==> config.mk <==
export PLATFORM = sky130hd
export DESIGN_NAME = onehot_req_arbiter
export DESIGN_NICKNAME = d
export VERILOG_FILES = /design/src/rtl/onehot_req_arbiter_pkg.sv /design/src/rtl/onehot_req_arbiter_pick.sv /design/src/rtl/onehot_req_arbiter.sv
export SDC_FILE = /design/constraint.sdc
export NUM_CORES = 1
export LEC_CHECK = 0
export CAP_MARGIN = 25
export CORE_ASPECT_RATIO = 0.7
export CORE_MARGIN = 5
export CORE_UTILIZATION = 30
export CTS_BUF_LIST = sky130_fd_sc_hd__clkbuf_8 sky130_fd_sc_hd__clkbuf_16
export DETAILED_ROUTE_END_ITERATION = 12
export GPL_TIMING_DRIVEN = 0
export SYNTH_ARGS = -nofsm -noshare
export SYNTH_HDL_FRONTEND = slang
export SYNTH_SLANG_ARGS = --single-unit
==> constraint.sdc <==
create_clock -name clk -period 7 [get_ports clk]
set_input_delay 1.4 -clock clk [delete_from_list [all_inputs] [get_ports clk]]
set_output_delay 1.4 -clock clk [all_outputs]
set_load 0.02 [all_outputs]
==> src/rtl/onehot_req_arbiter_pkg.sv <==
// rtl/onehot_req_arbiter_pkg.sv - shared FSM encodings and default sizes for the request arbiter
package onehot_req_arbiter_pkg;

    // Encodings are fixed so the state can be read directly in a waveform
    typedef enum logic [1:0] {
        IDLE  = 2'd0,
        GRANT = 2'd1,
        GAP   = 2'd2
    } arb_state_t;

    localparam int ARB_N_DEF     = 8;
    localparam int ARB_CNT_W_DEF = 8;

endpackage

==> src/rtl/onehot_req_arbiter_pick.sv <==
// rtl/onehot_req_arbiter_pick.sv - one-hot selector: first set pending bit found from a start index
module onehot_pick
    import onehot_req_arbiter_pkg::*;
#(
    parameter int N     = ARB_N_DEF,
    parameter int IDX_W = 3,
    parameter bit DESC  = 1'b1
) (
    input  logic [N-1:0]     pending,
    input  logic [IDX_W-1:0] start,
    output logic [N-1:0]     sel
);

    // Bit position visited at step k of the wrapping search
    function automatic int pos_of(input int s, input int k);
        if (DESC) begin
            return (s - k + N) % N;
        end
        return (s + k) % N;
    endfunction

    logic found;

    // Walk all N positions from start (wrapping) and mark the first pending one
    always_comb begin
        sel   = '0;
        found = 1'b0;
        for (int k = 0; k < N; k++) begin
            if (!found && pending[pos_of(int'(start), k)]) begin
                sel[pos_of(int'(start), k)] = 1'b1;
                found = 1'b1;
            end
        end
    end

endmodule

==> src/rtl/onehot_req_arbiter.sv <==
// rtl/onehot_req_arbiter.sv - sticky request latch and one-hot grant issuer; ARB_RR_EN selects round-robin
module onehot_req_arbiter
    import onehot_req_arbiter_pkg::*;
#(
    parameter int N     = ARB_N_DEF,
    parameter int CNT_W = ARB_CNT_W_DEF
) (
    input  logic             clk,
    input  logic             rst,
    input  logic [N-1:0]     req_in,
    input  logic             gnt_ack,
    output logic [N-1:0]     gnt,
    output logic             gnt_valid,
    output logic [N-1:0]     pending,
    output logic [CNT_W-1:0] dup_cnt
);

    localparam int IDX_W = (N > 1) ? $clog2(N) : 1;
    localparam int PC_W  = $clog2(N + 1);
    localparam int SUM_W = CNT_W + PC_W;

    arb_state_t       state;
    arb_state_t       state_next;
    logic [N-1:0]     gnt_q;
    logic [N-1:0]     pick_sel;
    logic [N-1:0]     clr_mask;
    logic [N-1:0]     dup_bits;
    logic [IDX_W-1:0] pick_start;
    logic [PC_W-1:0]  dup_pc;
    logic [SUM_W-1:0] dup_sum;
    logic             ack_fire;
    logic             load_grant;

    assign ack_fire   = (state == GRANT) && gnt_ack;
    assign load_grant = (state == IDLE) && (|pending);

`ifdef ARB_RR_EN
    logic [IDX_W-1:0] ptr;
    logic [IDX_W-1:0] sel_idx;

    // Search begins one position past the most recently granted bit
    always_comb begin
        pick_start = (ptr == IDX_W'(N - 1)) ? '0 : ptr + 1'b1;
    end

    // Binary index of the selected bit, used to advance the pointer
    always_comb begin
        sel_idx = '0;
        for (int i = 0; i < N; i++) begin
            if (pick_sel[i]) begin
                sel_idx = IDX_W'(i);
            end
        end
    end

    // Pointer follows each grant as it is issued
    always_ff @(posedge clk) begin
        if (rst) begin
            ptr <= IDX_W'(N - 1);
        end else if (load_grant) begin
            ptr <= sel_idx;
        end
    end

    onehot_pick #(
        .N     (N),
        .IDX_W (IDX_W),
        .DESC  (1'b0)
    ) u_pick (
        .pending (pending),
        .start   (pick_start),
        .sel     (pick_sel)
    );
`else
    // Fixed priority: scan downward from the top bit
    assign pick_start = IDX_W'(N - 1);

    onehot_pick #(
        .N     (N),
        .IDX_W (IDX_W),
        .DESC  (1'b1)
    ) u_pick (
        .pending (pending),
        .start   (pick_start),
        .sel     (pick_sel)
    );
`endif

    // State register
    always_ff @(posedge clk) begin
        if (rst) begin
            state <= IDLE;
        end else begin
            state <= state_next;
        end
    end

    // Next-state logic: IDLE -> GRANT -> (ack) GAP -> IDLE
    always_comb begin
        state_next = state;
        case (state)
            IDLE:    if (|pending) state_next = GRANT;
            GRANT:   if (gnt_ack)  state_next = GAP;
            GAP:     state_next = IDLE;
            default: state_next = IDLE;
        endcase
    end

    // Grant is captured once on entry to GRANT so later requests cannot disturb it
    always_ff @(posedge clk) begin
        if (rst) begin
            gnt_q <= '0;
        end else if (load_grant) begin
            gnt_q <= pick_sel;
        end
    end

    // Outputs: the grant is only visible while in GRANT, keeping the encoder input zero otherwise
    always_comb begin
        gnt_valid = (state == GRANT);
        gnt       = gnt_valid ? gnt_q : '0;
    end

    // Pending latch: new requests OR in; an acked grant clears its bit unless re-requested this edge
    always_comb begin
        clr_mask = ack_fire ? gnt_q : '0;
    end

    always_ff @(posedge clk) begin
        if (rst) begin
            pending <= '0;
        end else begin
            pending <= (pending & ~clr_mask) | req_in;
        end
    end

    // Count duplicate requests this edge and add them with saturation
    always_comb begin
        dup_bits = req_in & pending;
        dup_pc   = '0;
        for (int i = 0; i < N; i++) begin
            dup_pc = dup_pc + PC_W'(dup_bits[i]);
        end
        dup_sum = SUM_W'(dup_cnt) + SUM_W'(dup_pc);
    end

    always_ff @(posedge clk) begin
        if (rst) begin
            dup_cnt <= '0;
        end else if (dup_sum > SUM_W'({CNT_W{1'b1}})) begin
            dup_cnt <= '1;
        end else begin
            dup_cnt <= dup_sum[CNT_W-1:0];
        end
    end

endmodule

==> results of run 1 <==
==> layout make-up <==
type / instances / area (sq um)
clock buffer: 3 / 41.3
fill: 452 / 2560
tap: 55 / 68.8
sequential: 26 / 520
multi-input combinational: 118 / 795
inverter: 8 / 30.0
buffer: 8 / 43.8
timing repair buffer: 34 / 340
==> layer usage <==
| layer | track usage | wire length (microns) |
|---|---|---|
| met5 | 0 | 0 |
| met4 | 0.0275 | 32 |
| met3 | 0.0485 | 271 |
| met2 | 0.163 | 1260 |
| met1 | 0.169 | 1800 |
==> where the power goes <==
part | switching (uW) | total, uW | internal (uW)
clock network | 44.6 | 83.2 | 38.6
logic | 82.6 | 156 | 73.7
registers | 12.6 | 175 | 163
total | 140 | 415 | 275
==> kinds of logic (layout without fill, tap and decap cells) <==
logic type	Yosys count	count (layout)	share of synthesized area
flops	26	26	0.375
mux	1	1	0.00721
fa+ha+maj	11	11	0.126
buf+inv	16	53	0.0532
compound gates	36	36	0.175
xor+xnor	1	1	0.00631
simple gates	69	69	0.258
==> registers in the layout (all words and copies together), names as in the netlist <==
name	cells
dup_cnt	8
gnt_q	8
pending	8
state	2
==> metrics by stage <==
stage / total power, uW / worst slack (ns) / hold WS, ns / std cells / utilization
3_5_place_dp: 335 / 1.20 / 0.461 / 249 / 0.408
6_report: 415 / 1.44 / 0.476 / 252 / 0.418
3_3_place_gp: 335 / 1.16 / 0.459 / 249 / 0.408
2_1_floorplan: 281 / 1.98 / 0.440 / 160 / -
4_1_cts: 420 / 1.43 / 0.479 / 252 / 0.418
5_1_grt: 445 / 1.20 / 0.510 / 252 / 0.418
==> worst max-delay path by stage <==
stage	depth (start not counted)	start	endpoint	slack (ns)
6_report	14	req_in[0]	dup_cnt[1]	1.44
5_1_grt	14	req_in[0]	dup_cnt[1]	1.20
4_1_cts	14	req_in[0]	dup_cnt[1]	1.43
3_5_place_dp	14	req_in[0]	dup_cnt[1]	1.20
3_3_place_gp	14	req_in[0]	dup_cnt[1]	1.16
2_1_floorplan	13	req_in[0]	dup_cnt[0]	1.98
==> worst max-delay path, stage by stage <==
cell,delay (ns)
clkdlybuf4s50_1,0.43
and2_1,0.19
fa_1,0.52
inv_1,0.06
fa_1,0.54
inv_1,0.06
fa_1,0.56
fa_1,0.22
inv_1,0.07
fa_1,0.40
nand2b_1,0.18
a21oi_1,0.41
or3b_2,0.56
a21oi_1,0.16
==> synthesized netlist by cell type, drive strengths merged <==
cell type / n / area, sq um
dfxtp: 26 / 521
a21oi: 21 / 105
nand2: 19 / 71.3
nor2: 15 / 58.8
and2: 14 / 87.6
inv: 8 / 30.0
ha: 6 / 75.1
buf: 5 / 32.5
fa: 5 / 100
nor3: 4 / 20.0
clkbuf: 3 / 11.3
nand3: 3 / 15.0
or3: 3 / 20.0
a211o: 2 / 17.5
a21o: 2 / 15.0
a31oi: 2 / 12.5
nand2b: 2 / 12.5
nor2b: 2 / 12.5
o31ai: 2 / 15.0
or3b: 2 / 17.5
a311oi: 1 / 8.76
a32oi: 1 / 8.76
a41oi: 1 / 8.76
and3b: 1 / 8.76
mux2i: 1 / 10.0
nand4: 1 / 6.26
nor3b: 1 / 7.51
nor4bb: 1 / 10.0
o21a: 1 / 7.51
o21bai: 1 / 7.51
o2bb2ai: 1 / 8.76
o41ai: 1 / 27.5
or4b: 1 / 10.0
xor2: 1 / 8.76
==> key figures, run 1 <==
Worst setup path
  – Setup slack, reg-to-reg: 2.61 ns
  – Worst reg2reg path startpoint: pending[0]
  – Required time at the worst-slack endpoint: 7.20 ns
  – Endpoint of the worst-slack reg-to-reg timing path: dup_cnt[1]
  – Worst endpoint data arrival time: 5.76 ns
  – Critical path startpoint category: primary input
  – Largest driver fanout on the critical path: 7
  – Crit path capture type: flop
  – Setup Crit Path Kind: primary input to flop
  – R2R cell count: 13

Yosys
  – Number of distinct library cell variants in the gate-level netlist after synthesis: 39
  – Synth Cell Area: 1390 sq um
  – Flops & latches, synth: 26
  – Sequential area share after synthesis: 0.375
  – Warning count from the yosys run: 0
  – Count of mapped cells out of synthesis: 160
  – Net count after synthesis: 182
  – Post-synthesis area per instance: 8.68 sq um

Finish
  – Antenna diode instance count: 0
  – Number of nets in the layout: 221
  – Most frequent standard cell in the layout excluding fill and tap cells: clkdlybuf4s50_1
  – Most frequent cells in the layout: clkdlybuf4s50_1, dfxtp_1, a21oi_1, nand2_1
  – Share of layout cells above drive strength 1: 0.0660
  – Layout Area Growth over Synthesis: 32.4%
  – Final Cell Area: 1840 sq um

CTS
  – Clock-pin slew on the worst setup and hold paths: 0.08 ns
  – Post-CTS Repair Setup Buffers: 0
  – Number of buffers inserted by hold repair at cts: 0
  – Clock tree from TritonCTS: yes
  – Clock H-tree levels: 1
  – # clock sinks: 26
  – Clock Latency Late Sink: 0.27 ns
  – Clock root buffer: clkbuf_8
  – Number of gates resized after cts: 0
  – Clock buffers created by TritonCTS: 3
  – Clock tree buffer depth: 2

Power and ir drop
  – PD cells: 225 nW/um^2
  – Worst IR drop on VDD: 0.0000990 V
  – Leakage power summed over all cells: 0.000730 uW

Flow run
  – Max-Cap Viols: 0

Route
  – Post-route DRC: 0
  – Sum of routed wire length over all layers: 3370 microns
  – Routed via count: 1,203
  – Drt pass-1 iters: 4
  – Vias per std cell: 4.77
  – Drt wl/cell: 13.4 microns
  – Antenna-violating nets left: 0
  – Drt initial violations: 47

Timing
  – Max transition margin: 0.616
  – # setup viols final: 0
  – Actual slew at the worst max-slew pin: 0.574 ns
  – Final number of max-transition violations: 0
  – Final min period: 5.56 ns
  – Clock Skews: 0.00456 ns
  – Timing-limited maximum frequency: 180 MHz
  – Final number of hold-violating endpoints: 0
  – Total negative slack for setup checks: 0 ns
  – Final period utilization: 0.795
  – Setup repair after global routing missed its margin: false

Floorplanning
  – Die span in y: 66.9 microns
  – Horizontal extent of the die: 91.3 microns
  – Starting density of the core: 0.315
  – Std cell rows: 20
  – Number of primary I/O pins: 36
  – Area of the die: 6110 sq um
  – Placeable core region: 4400 sq um

Worst hold path
  – Hold Crit Depth: 2
  – Tightest Hold Check Type: flop to flop
  – HP Start: gnt_q[4]
  – Worst min-delay path endpoint: gnt_q[4]

Placed design
  – Cell Area, Placed: 1800 sq um
  – Placed wire-length estimate: 2610 microns
  – RePlAce Congestion: 0.831
  – Port Buf Inserts: 34

Global route
  – Overall track demand over capacity in global routing: 0.118
  – Via count of the first global-routing pass: 1,147
  – Global-route wire length before repair: 5730 microns
  – Antenna violations before repair: 0
  – Congestion Overflow GR: 0
  – Pin count of the biggest net entering global routing: 14

Outcome
  – Result of the run: finished, final reports clean
Power figures use the tool's default switching activity.
==> run 2: changes to the inputs <==
Clock period 7 ns to 4.57 ns, I/O delays scaled along.
==> run 2 against run 1 <==
Largest cell class unchanged; sequential cell count did not move; critical path type unchanged; clock power rose by 54%; largest power group unchanged; sequential power rose by 53%; combinational power rose by 62%; clock skew rose by 0.00057 ns; cell count rose by 0.40%; first-iteration DRC count rose by 21%; setup slack got worse by 1.0 ns.
==> key figures, run 2 (synthesis gave the netlist of run 1 again) <==
Global route
  – Congestion Overflow GR: 0 (unchanged)
  – Pin count of the biggest net entering global routing: 14 (unchanged)
  – Overall track demand over capacity in global routing: 0.119 (+0.000484)
  – Antenna violations before repair: 0 (unchanged)
  – Global-route wire length before repair: 5740 microns (+0.12%)
  – Via count of the first global-routing pass: 1,158 (+0.96%)

Route
  – Antenna-violating nets left: 0 (unchanged)
  – Drt wl/cell: 13.5 microns (+1.2%)
  – Drt pass-1 iters: 4 (unchanged)
  – Post-route DRC: 0 (unchanged)
  – Sum of routed wire length over all layers: 3420 microns (+1.6%)
  – Vias per std cell: 4.81 (+0.68%)
  – Drt initial violations: 57 (+21%)
  – Routed via count: 1,216 (+1.1%)

Timing
  – Setup repair after global routing missed its margin: false
  – Timing-limited maximum frequency: 239 MHz
  – # setup viols final: 0 (unchanged)
  – Final period utilization: 0.915
  – Worst hold slack across all endpoints: 0.476 ns (-0.000234 ns)
  – Max transition margin: 0.614 (-0.00153)
  – Clock Skews: 0.00514 ns (+0.000575 ns)
  – Final number of hold-violating endpoints: 0 (unchanged)
  – Final min period: 4.18 ns
  – Final number of max-transition violations: 0 (unchanged)
  – Actual slew at the worst max-slew pin: 0.577 ns (+0.00229 ns)

Worst setup path
  – Crit path capture type: flop
  – Setup Crit Path Kind: primary input to flop
  – Critical path startpoint category: primary input
  – Gate family responsible for the most delay along the worst path: adder cells
  – Slowest cell delay on critical path: 0.54 ns (-0.02 ns)
  – Total buffers and inverters traversed by the critical path: 4 (unchanged)
  – Required time at the worst-slack endpoint: 4.77 ns (-2.43 ns)
  – Cell with the biggest individual delay on the critical path: fa_1
  – Worst endpoint data arrival time: 4.38 ns (-1.38 ns)
  – Largest driver fanout on the critical path: 4 (-3)
  – Sequence of cells on the critical path: dlymetal6s2s_1, and2_4, fa_1, inv_1, fa_1, inv_1, fa_1, fa_2, inv_1, fa_2, nand2b_4, a21oi_4, or3b_4, a21oi_1

Floorplanning
  – Starting density of the core: 0.315 (unchanged)
  – Horizontal extent of the die: 91.3 microns (unchanged)
  – Area of the die: 6110 sq um (unchanged)
  – Placeable core region: 4400 sq um (unchanged)
  – Die span in y: 66.9 microns (unchanged)
  – Number of primary I/O pins: 36 (unchanged)
  – Std cell rows: 20 (unchanged)

Flow run
  – Max-Cap Viols: 0 (unchanged)

Placed design
  – Port Buf Inserts: 34 (unchanged)
  – Placed wire-length estimate: 2610 microns (unchanged)
  – RePlAce Congestion: 0.831 (unchanged)

CTS
  – Clock H-tree levels: 1 (unchanged)
  – Clock tree buffer depth: 2 (unchanged)
  – Clock root buffer: clkbuf_8
  – Clock tree from TritonCTS: yes
  – Number of buffers inserted by hold repair at cts: 0 (unchanged)
  – # clock sinks: 26 (unchanged)
  – Clock buffers created by TritonCTS: 3 (unchanged)
  – Clock Latency Late Sink: 0.27 ns (about the same)
  – Clock-pin slew on the worst setup and hold paths: 0.09 ns (about the same)

Power and ir drop
  – Leakage power summed over all cells: 0.000766 uW (+4.9%)
  – Worst IR drop on VDD: 0.000172 V (+73%)
  – PD cells: 344 nW/um^2 (+53%)

Finish
  – Fill cell instance count of the final layout: 455 (+0.66%)
  – Layout Area Growth over Synthesis: 35.9%
  – Antenna diode instance count: 0 (unchanged)
  – Share of layout cells above drive strength 1: 0.106 (+0.0401)
  – Most frequent cells in the layout: clkdlybuf4s50_1, dfxtp_1, nand2_1, a21oi_1, nor2_1
  – Most frequent standard cell in the layout excluding fill and tap cells: clkdlybuf4s50_1
  – Number of nets in the layout: 222 (+0.45%)
  – Biggest registers after layout: dup_cnt (8), gnt_q (8), pending (8)
  – Post-route core utilization: 0.428 (+0.0108)

Worst hold path
  – Tightest Hold Check Type: flop to flop

Outcome
  – Result of the run: finished, final reports clean
run 2: report_power, final:
group          internal [uW]  leakage, uW  total [uW]  switching, uW
Sequential               249     0.000214         268           19.5
Combinational            120     0.000531         252            132
Clock                   59.1    0.0000216         128           69.2
Total                    429     0.000766         649            220
run 2: per-stage QoR:
stage / setup TNS (ns) / instances / setup WS [ns] / area [sq um] / total power [uW]
after detailed placement: -4.43 / 249 / -0.744 / 1800 / 513
after floorplan: 0 / 160 / 0.0334 / 1390 / 430
after global routing: 0 / 253 / 0.233 / 1890 / 695
after CTS: 0 / 253 / 0.0213 / 1870 / 653
final: 0 / 253 / 0.390 / 1890 / 649
after global placement: -4.70 / 249 / -0.779 / 1800 / 513
run 2: area by class of cell:
| cell class | count | area [sq um] | area share |
|---|---|---|---|
| multi-input combinational | 118 | 830 | 0.440 |
| sequential | 26 | 520 | 0.276 |
| timing repair buffer | 35 | 353 | 0.187 |
| tap | 55 | 68.8 | 0.0365 |
| buffer | 8 | 43.8 | 0.0232 |
| clock buffer | 3 | 41.3 | 0.0219 |
| inverter | 8 | 30.0 | 0.0159 |
run 2: metal layers:
layer	GRT usage	routed length, microns	vias up
li1	-	-	624
met1	0.168	1780	545
met2	0.165	1300	43
met3	0.0485	301	4
met4	0.0275	32	0
met5	0	0	-
run 2: worst paths after layout:
kind / from / to / slack [ns] / cells after the start
max: req_in[0] / dup_cnt[0] / 0.39 / 14
min: gnt_q[5] / gnt_q[5] / 0.48 / 2
max reg2reg: pending[0] / dup_cnt[0] / 0.77 / 13
min reg2reg: gnt_q[5] / gnt_q[5] / 0.48 / 2
run 2: worst register-to-register path, stage by stage, from the launching register on:
cell and delay (ns):
dfxtp_1 0.39, and2_4 0.18, fa_1 0.51, inv_1 0.06
fa_1 0.54, inv_1 0.05, fa_1 0.50, fa_2 0.22
inv_1 0.06, fa_2 0.35, nand2b_4 0.16, a21oi_4 0.15
or3b_4 0.42, a21oi_1 0.15
run 2: what timing repair did:
| action | 4_1_cts | 5_1_grt |
|---|---|---|
| gates cloned | 0 | 0 |
| setup endpoints to repair | 8 | 6 |
| resized for setup | 6 | 5 |
| pin swaps | 2 | 1 |
| buffers inserted | 1 | 0 |
